`config.mk`:
```
export PLATFORM = sky130hd
export DESIGN_NAME = div_unit
export DESIGN_NICKNAME = d
export VERILOG_FILES = /design/src/rtl/div_unit.sv
export SDC_FILE = /design/constraint.sdc
export NUM_CORES = 1
export LEC_CHECK = 0
export BUFFER_PORTS_ARGS = -buffer_cell sky130_fd_sc_hd__buf_4
export CAP_MARGIN = 20
export CORE_MARGIN = 2
export CORE_UTILIZATION = 27
export DETAILED_ROUTE_END_ITERATION = 8
export MAX_ROUTING_LAYER = met4
export PLACE_DENSITY = 0.53
export SETUP_SLACK_MARGIN = 0.05
export SKIP_CTS_REPAIR_TIMING = 1
export SKIP_LAST_GASP = 1
export SYNTH_ARGS = -nofsm -noshare
export SYNTH_HDL_FRONTEND = slang
export SYNTH_SLANG_ARGS = --single-unit
```
`constraint.sdc`:
```
create_clock -name clk -period 12 [get_ports clk]
set_input_delay 1.2 -clock clk [delete_from_list [all_inputs] [get_ports clk]]
set_output_delay 1.2 -clock clk [all_outputs]
set_load 0.01 [all_outputs]
```
`src/rtl/div_unit.sv`:
```
// Iterative radix-2 restoring divider for DIV/DIVU in EX.
// Produces one quotient bit per cycle and holds the result until EX hands off.
module div_unit #(
    parameter int unsigned WIDTH = 32,
    parameter int unsigned CNT_W = 6
) (
    input  logic             clk,
    input  logic             reset,
    input  logic             div_req,
    input  logic             div_signed,
    input  logic [WIDTH-1:0] div_x,
    input  logic [WIDTH-1:0] div_y,
    input  logic             div_ack,
    input  logic             flush,
    output logic             div_stop,
    output logic             div_done,
    output logic [WIDTH-1:0] div_quot,
    output logic [WIDTH-1:0] div_rem
);

    typedef enum logic [1:0] {IDLE, BUSY, DONE} state_t;

    state_t             state_q, state_d;
    logic [CNT_W-1:0]   cnt_q, cnt_d;
    logic [WIDTH-1:0]   dvd_q, dvd_d;     // dividend magnitude, shifts out MSB-first while quotient shifts in
    logic [WIDTH-1:0]   dvs_q, dvs_d;
    logic [WIDTH-1:0]   part_q, part_d;
    logic               sign_quot_q, sign_quot_d;
    logic               sign_rem_q, sign_rem_d;
    logic               done_q, done_d;
    logic [WIDTH-1:0]   quot_q, quot_d;
    logic [WIDTH-1:0]   rem_q, rem_d;

    logic               x_neg, y_neg;
    logic [WIDTH:0]     part_sh;
    logic [WIDTH:0]     diff;
    logic               q_bit;
    logic [WIDTH-1:0]   part_step;
    logic [WIDTH-1:0]   quot_step;

    assign x_neg     = div_signed & div_x[WIDTH-1];
    assign y_neg     = div_signed & div_y[WIDTH-1];
    assign part_sh   = {part_q, dvd_q[WIDTH-1]};
    assign diff      = part_sh - {1'b0, dvs_q};
    assign q_bit     = ~diff[WIDTH];
    assign part_step = q_bit ? diff[WIDTH-1:0] : part_sh[WIDTH-1:0];
    assign quot_step = {dvd_q[WIDTH-2:0], q_bit};

    always_comb begin
        state_d     = state_q;
        cnt_d       = cnt_q;
        dvd_d       = dvd_q;
        dvs_d       = dvs_q;
        part_d      = part_q;
        sign_quot_d = sign_quot_q;
        sign_rem_d  = sign_rem_q;
        done_d      = done_q;
        quot_d      = quot_q;
        rem_d       = rem_q;

        case (state_q)
            IDLE: begin
                if (div_req) begin
                    dvd_d       = x_neg ? -div_x : div_x;
                    dvs_d       = y_neg ? -div_y : div_y;
                    sign_quot_d = x_neg ^ y_neg;
                    sign_rem_d  = x_neg;
                    part_d      = '0;
                    cnt_d       = '0;
                    state_d     = BUSY;
                end
            end
            BUSY: begin
                dvd_d  = quot_step;
                part_d = part_step;
                cnt_d  = cnt_q + CNT_W'(1);
                if (cnt_q == CNT_W'(WIDTH - 1)) begin
                    state_d = DONE;
                    done_d  = 1'b1;
                    quot_d  = sign_quot_q ? -quot_step : quot_step;
                    rem_d   = sign_rem_q ? -part_step : part_step;
                end
            end
            DONE: begin
                if (div_ack) begin
                    state_d = IDLE;
                    done_d  = 1'b0;
                end
            end
            default: state_d = IDLE;
        endcase

        // Flush kills any operation, including one requested this cycle.
        if (flush) begin
            state_d = IDLE;
            done_d  = 1'b0;
            cnt_d   = '0;
        end
    end

    always_ff @(posedge clk) begin
        if (reset) begin
            state_q     <= IDLE;
            cnt_q       <= '0;
            dvd_q       <= '0;
            dvs_q       <= '0;
            part_q      <= '0;
            sign_quot_q <= 1'b0;
            sign_rem_q  <= 1'b0;
            done_q      <= 1'b0;
            quot_q      <= '0;
            rem_q       <= '0;
        end else begin
            state_q     <= state_d;
            cnt_q       <= cnt_d;
            dvd_q       <= dvd_d;
            dvs_q       <= dvs_d;
            part_q      <= part_d;
            sign_quot_q <= sign_quot_d;
            sign_rem_q  <= sign_rem_d;
            done_q      <= done_d;
            quot_q      <= quot_d;
            rem_q       <= rem_d;
        end
    end

    assign div_stop = div_req & ~done_q;
    assign div_done = done_q;
    assign div_quot = quot_q;
    assign div_rem  = rem_q;

    // The requesting instruction must stay in EX while the divide runs.
    always @(posedge clk) begin
        if (!reset && state_q == BUSY && !flush) begin
            assert (div_req);
        end
    end

endmodule
```
==> results of run 1 <==
-- routing by layer --
layer  vias up  global-route usage, %  share of wire, %
met4         0                   5.70               2.4
met3        46                   3.22               5.1
li1       5697                      -                 -
met2       261                   28.8                48
met1      5413                   21.8                44
met5         -                      -                 0
-- critical path, cell delays in order (launching register included) --
cell and delay (ns):
dfxtp_1 0.39, inv_1 0.06, ha_1 0.21, fa_1 0.40
nand2b_1 0.19, a211oi_2 0.49, o21a_1 0.27, o21ai_1 0.12
a211oi_4 0.21, buf_4 0.69, inv_2 0.34, a21oi_1 0.33
ha_1 0.26, nand3b_1 0.16, nor3_1 0.21, a31oi_1 0.10
or4_4 0.60, o41ai_2 0.28, xor2_1 0.11, a211oi_1 0.22
-- placed cells by master (no fill, tap or decap), types with 49 or more instances in the layout --
cell and instances:
dfxtp_1 171, a211oi_1 61, a21oi_1 111, a31oi_1 49, nand2_1 139, o21ai_0 76
nor2_1 232, xor2_1 71, buf_4 146, xnor2_1 53, inv_1 50
-- where the power goes --
part           internal [uW]  total, uW  switching (uW)  leakage [uW]
sequential               584        601            17.0       0.00139
clock                    282        575             293      0.000293
combinational            102        274             171       0.00343
total                    968       1450             482       0.00511
-- metrics by stage --
| step | worst slack, ns | area [um2] | util [%] | hold slack [ns] | power (uW) |
|---|---|---|---|---|---|
| finish | 6.24 | 13500 | 32.2 | 0.457 | 1450 |
| floorplan | 7.56 | 11500 | - | 0.432 | 799 |
| global placement | 6.46 | 12900 | 30.7 | 0.445 | 887 |
| global route | 5.81 | 13500 | 32.2 | 0.484 | 1520 |
| CTS | 6.28 | 13500 | 32.1 | 0.458 | 1470 |
| detailed placement | 6.31 | 12900 | 30.7 | 0.447 | 887 |
-- cell families (layout without fill, tap and decap cells) --
logic type	Yosys count	after routing	share of synthesized area (%)
xor gates and xnor gates	124	124	9.45
buffers and inverters	153	230	5.14
muxes	33	33	2.95
AOI/OAI and AO/OA	435	435	25.4
adders and majority gates	38	38	4.20
and+or+nand+nor	571	571	23.1
DFF	171	171	29.8
-- final timing paths --
kind	endpoint	slack, ns	cells after the start
worst max-delay path	div_rem[30]$_SDFFE_PP0P_	6.24	19
worst min register to register	dvs_q[21]$_SDFFE_PP0P_	0.46	2
worst min-delay path	dvs_q[21]$_SDFFE_PP0P_	0.46	2
worst max register to register	div_rem[30]$_SDFFE_PP0P_	6.24	19
-- sequential cells by signal (all words and copies together), names as in the netlist --
name and cells:
div_quot 32, sign_quot_q 1, sign_rem_q 1, div_rem 32
state_q 2, dvd_q 32, part_q 32, dvs_q 32
cnt_q 6, div_done 1
-- cell type report --
type	instances	area share, %
Clock buffer	17	3.15
Clock inverter	15	1.26
Inverter	51	1.42
Multi-Input combinational cell	1201	55.6
Sequential cell	171	25.4
Tap cell	539	5.00
Timing Repair Buffer	147	8.23
==> Implementation_results.wiki, run 1 <==
{| class="wikitable"
! Metric !! Value
|-
| Outcome || finished clean
|-
| Total of warnings raised by yosys || 0
|-
| Summed instance area of the synthesized netlist || 11500 um2
|-
| Ranking of synthesized cells by instance count || 232 x nor2_1, 171 x dfxtp_1, 139 x nand2_1
|-
| Cell at the root of the clock tree || clkbuf_16
|-
| Final HPWL DP || 28.1 mm
|-
| Shortest clock period the worst path allows after layout || 5.76 ns
|-
| Antenna violations before repair || 0
|-
| Number of flops mapped to enable cells by yosys || 0
|-
| Biggest fanout along the worst timing path || 70
|-
| Number of global-route vias before repair || 10874
|-
| Number of buffers created by CTS || 17
|-
| Maximum number of pins on one net before global-route repair || 92
|-
| Area contributors post-synth || dfxtp_1 30%, nor2_1 7.6%, xor2_1 5.4%
|-
| Fraction of synthesized cell area taken by the top area cell type || 29.8%
|-
| FFs w/ async S/R, synth || 0%
|-
| Final hold viol count || 0
|-
| Share of layout cells above drive strength 1 || 13.2%
|-
| Average vias per placed instance || 5.33
|-
| Worst Path Required || 12.38 ns
|-
| Data arrival at the endpoint of the critical path || 6.14 ns
|-
| Max Fclk || 0.174 GHz
|-
| Filler Cell Count || 4507
|-
| Wire length of the first global-routing pass || 59.8 mm
|-
| Number of DRC markers in iteration 0 || 832
|-
| RSZ-0062 raised after global routing || false
|-
| Die ar. || 44200 um2
|-
| Total number of placement rows || 75
|-
| Setup violators final || 0
|-
| Width of the die || 210 um
|-
| Final setup skew || 0.0157 ns
|-
| Library cell with the largest summed area after synthesis || dfxtp_1
|-
| Filler-free cell count of the finished design || 2141
|-
| Proportion of synthesized chip area in sequential cells || 29.8%
|-
| Sum of negative setup slack || 0 ns
|-
| Number of clock sinks || 171
|-
| First-pass DRT Iterations || 6
|-
| Count of mapped cells out of synthesis || 1525
|-
| Antenna diode count || 0
|-
| Gr usage total || 17.5%
|-
| CP Launch Type || register
|-
| Placeable core region || 41900 um2
|-
| Layout Area Growth over Synthesis || 17.4%
|-
| P per Cell Area || 107 nW/um2
|-
| Cell count after placement || 2108
|-
| Total gr overflow || 0
|-
| Reg area || 3420 um2
|-
| Deepest clock path buffer count || 2
|-
| Peak supply drop || 0.103 mV
|-
| Clock insertion delay at the later pin of the skew report || 0.47 ns
|-
| Area used by multi-input combinational logic || 7500 um2
|-
| Post-Syn Nets || 1633
|-
| Post-DR wirelength/cell || 17.7 um
|-
| Number of distinct library cell variants in the gate-level netlist after synthesis || 77
|-
| Start point of the critical path || dvd_q[31]$_SDFFE_PP0P_
|-
| Most common cell in the synthesized netlist || nor2_1
|-
| Startpoint of the lowest-slack register-to-register path || dvd_q[31]$_SDFFE_PP0P_
|-
| Leading register cell type out of synthesis || dfxtp_1
|-
| Post-layout net count || 1697
|-
| DRC viols || 0
|-
| Height of the chip || 210 um
|-
| Total length of routed wires || 37.8 mm
|-
| Count of buffers inserted at the top-level ports || 135
|-
| Ports || 136
|-
| Startpoint of the most critical hold path || dvs_q[21]$_SDFFE_PP0P_
|-
| Starting Density || 27.4%
|-
| Clk slew on worst S/H paths || 0.08 ns
|-
| Static power due to leakage || 0.00511 uW
|-
| Setup Crit Path Kind || register to register
|-
| Count of maximum capacitance violations || 0
|-
| Post-synthesis sequential element count || 171
|-
| Number of routed nets with antenna violations || 0
|-
| Mean area per synthesized cell || 7.54 um2
|-
| Gpl congestion || 0.877
|-
| Pins over their slew limit || 0
|-
| CTS H-tree lvls || 4
|-
| Slew of the pin with the lowest slew margin || 1.10 ns
|-
| DR vias || 11417
|-
| Crit share post-route || 48.0%
|-
| Min-delay worst type || register to register
|-
| CP endpoint kind || register
|-
| Clock tree from TritonCTS || done
|-
| Relative slew slack || 25.7%
|}
No activity file was read; power rests on OpenSTA's default activity.
==> run 2: changes to the inputs <==
ABC_AREA = 1   (was not set)
clock period = 6 ns   (was 12 ns; I/O delays follow)
==> run 2 against run 1 <==
Against the previous run:
- design area is 10% higher
- largest cell class unchanged
- first-iteration DRC count is 10% lower
- critical path type unchanged
- non-clock buffer count is 3 lower
- critical endpoint is now div_quot[30]$_SDFFE_PP0P_
- die area is 11% higher
- core utilization is 0.21 points lower
- register-to-register slack worse by 4.7 ns
- routed wire length is 18% higher
- cell count is 31% higher
- setup slack worse by 4.7 ns
- clock skew is 0.0020 ns lower
- sequential power is 100% higher
==> Implementation_results.wiki, run 2 <==
{| class="wikitable"
! Metric !! Value
|-
| Area contributors post-synth || dfxtp_1 27%, nand2_1 18%, inv_1 8.8%
|-
| CP Launch Type || register
|-
| Width of the die || 221 um (+5.2%)
|-
| Post-layout net count || 2286 (+35%)
|-
| Number of flops mapped to enable cells by yosys || 0 (unchanged)
|-
| Clk slew on worst S/H paths || 0.07 ns (about the same)
|-
| Number of global-route vias before repair || 12990 (+19%)
|-
| Count of buffers inserted at the top-level ports || 135 (unchanged)
|-
| Die ar. || 49000 um2 (+11%)
|-
| Crit share post-route || 73.8% (+26 points)
|-
| DR vias || 13344 (+17%)
|-
| Worst path slowest cell || fa_1
|-
| First-pass DRT Iterations || 5 (-1)
|-
| Number of clock sinks || 171 (unchanged)
|-
| Maximum number of pins on one net before global-route repair || 118 (+28%)
|-
| Relative slew slack || 42.0% (+16 points)
|-
| Total of warnings raised by yosys || 0 (unchanged)
|-
| Mean area per synthesized cell || 6.10 um2 (-19%)
|-
| Stage delay of the slowest cell on the critical path || 0.40 ns (-0.29 ns)
|-
| Data arrival at the endpoint of the critical path || 4.79 ns (-1.35 ns)
|-
| Setup violators final || 0 (unchanged)
|-
| Layout Area Growth over Synthesis || 16.8%
|-
| Clock tree from TritonCTS || done
|-
| Placeable core region || 46600 um2 (+11%)
|-
| Number of distinct library cell variants in the gate-level netlist after synthesis || 51 (-34%)
|-
| Wire length of the first global-routing pass || 71.0 mm (+19%)
|-
| Static power due to leakage || 0.00736 uW (+44%)
|-
| Total length of routed wires || 44.8 mm (+18%)
|-
| Deepest clock path buffer count || 2 (unchanged)
|-
| Commonest non-fill, non-tap cell in the layout || nand2_1
|-
| Max Fclk || 0.226 GHz (+30%)
|-
| Clock insertion delay at the later pin of the skew report || 0.47 ns (about the same)
|-
| Sum of negative setup slack || 0 ns (unchanged)
|-
| Cell count after placement || 2766 (+31%)
|-
| End-of-flow core utilization || 32.0% (-0.21 points)
|-
| Count of maximum capacitance violations || 0 (unchanged)
|-
| Peak supply drop || 0.197 mV (+92%)
|-
| Gpl congestion || 0.922 (+5.2%)
|-
| Proportion of synthesized chip area in sequential cells || 26.9% (-2.9 points)
|-
| Post-synthesis sequential element count || 171 (unchanged)
|-
| Biggest fanout along the worst timing path || 30 (-57%)
|-
| Library cell with the largest summed area after synthesis || dfxtp_1
|-
| Antenna diode count || 0 (unchanged)
|-
| P per Cell Area || 201 nW/um2 (+87%)
|-
| Share of layout cells above drive strength 1 || 11.7% (-1.4 points)
|-
| Worst path depth || 26 (+7)
|-
| Gr usage total || 18.8% (+1.3 points)
|-
| Worst Path Required || 6.37 ns (-6.01 ns)
|-
| Starting Density || 27.4% (-0.031 points)
|-
| Fraction of synthesized cell area taken by the top area cell type || 26.9% (-2.9 points)
|-
| Most common cell on crit path || nand2_4
|-
| Post-DR wirelength/cell || 16.0 um (-9.3%)
|-
| Final hold viol count || 0 (unchanged)
|-
| CTS H-tree lvls || 4 (unchanged)
|-
| Cell depth of the worst hold path || 3 (+1)
|-
| Ports || 136 (unchanged)
|-
| Cell at the root of the clock tree || clkbuf_16
|-
| Leading register cell type out of synthesis || dfxtp_1
|-
| Final setup skew || 0.0137 ns (-0.00196 ns)
|-
| Commonest cells after routing, fill and taps aside || 621 x nand2_1, 299 x inv_1, 171 x dfxtp_1
|-
| Cell type group with the largest total delay on the critical path || simple AND/OR/NAND/NOR gates
|-
| Final HPWL DP || 35.2 mm (+25%)
|-
| DRC viols || 0 (unchanged)
|-
| RSZ-0062 raised after global routing || false
|-
| Number of DRC markers in iteration 0 || 746 (-10%)
|-
| Number of buffers created by CTS || 17 (unchanged)
|-
| CP endpoint kind || register
|-
| Total gr overflow || 0 (unchanged)
|-
| Height of the chip || 221 um (+5.2%)
|-
| Slew of the pin with the lowest slew margin || 0.870 ns (-0.231 ns)
|-
| Summed instance area of the synthesized netlist || 12700 um2 (+11%)
|-
| Average vias per placed instance || 4.77 (-11%)
|-
| Most common cell in the synthesized netlist || nand2_1
|-
| Filler-free cell count of the finished design || 2798 (+31%)
|-
| Crit path buf inv count || 3 (unchanged)
|-
| Outcome || finished clean
|-
| Post-Syn Nets || 2198 (+35%)
|-
| Logic depth of the worst register-to-register path || 26 (+7)
|-
| Number of routed nets with antenna violations || 0 (unchanged)
|-
| Ranking of synthesized cells by instance count || 621 x nand2_1, 300 x inv_1, 171 x dfxtp_1
|-
| Total number of placement rows || 79 (+5.3%)
|-
| Pins over their slew limit || 0 (unchanged)
|-
| Count of mapped cells out of synthesis || 2090 (+37%)
|-
| Setup Crit Path Kind || register to register
|-
| Shortest clock period the worst path allows after layout || 4.43 ns (-1.33 ns)
|-
| Min-delay worst type || primary input to register
|-
| Antenna violations before repair || 0 (unchanged)
|-
| FFs w/ async S/R, synth || 0% (unchanged)
|}
run 2: report_power, final:
part,total (uW),internal [uW],switching (uW),leakage [uW]
Clock,1190,630,558,0.000284
Sequential,1210,1170,43.0,0.00139
Combinational,589,193,396,0.00569
Total,2990,1990,997,0.00736
run 2: logic make-up (layout without fill, tap and decap cells):
| kind of cell | Yosys count | count (layout) | share of synthesized area (%) |
|---|---|---|---|
| AND/OR/NAND/NOR | 1058 | 1058 | 36.1 |
| buffers and inverters | 383 | 484 | 11.8 |
| AO/OA/AOI/OAI | 359 | 359 | 16.0 |
| flip-flops | 171 | 171 | 26.9 |
| XOR/XNOR | 81 | 81 | 5.57 |
| adder cells (fa/ha/maj) | 38 | 38 | 3.79 |
run 2: worst paths after layout:
check                                       startpoint                         to  slack (ns)
worst max-delay path            dvd_q[31]$_SDFFE_PP0P_  div_quot[30]$_SDFFE_PP0P_        1.57
worst min-delay path                           div_ack    state_q[1]$_SDFFE_PP0P_        0.40
worst max register to register  dvd_q[31]$_SDFFE_PP0P_  div_quot[30]$_SDFFE_PP0P_        1.57
worst min register to register  dvs_q[31]$_SDFFE_PP0P_     dvs_q[31]$_SDFFE_PP0P_        0.48
run 2: metrics by stage:
step	setup slack, ns	area (um2)	hold slack (ns)	total power (uW)
after floorplan	2.20	12700	0.445	1620
after global placement	1.63	14300	0.461	1830
after detailed placement	1.57	14300	0.462	1830
after CTS	1.54	14900	0.380	3030
after global routing	1.07	14900	0.395	3140
final	1.57	14900	0.405	2990
run 2: cell type report:
class                      count  area, um2
clock buffer                  18        429
clock inverter                14        180
fill                        5178      31700
inverter                     308       1160
multi-input combinational   1536       7840
sequential                   171       3420
tap                          607        759
timing repair buffer         144       1090
run 2: per-layer routing:
metal	up-vias	part of all wire, %	GRT usage (%)
met4	0	3.5	7.10
met2	239	51	33.8
met1	6174	43	21.2
met3	63	2.9	2.46
met5	-	0	-
li1	6868	-	-
run 2: worst min-delay path, cell delays in order:
cell      delay (ns)
buf_4           0.08
nand3b_1        0.09
a21oi_1         0.06
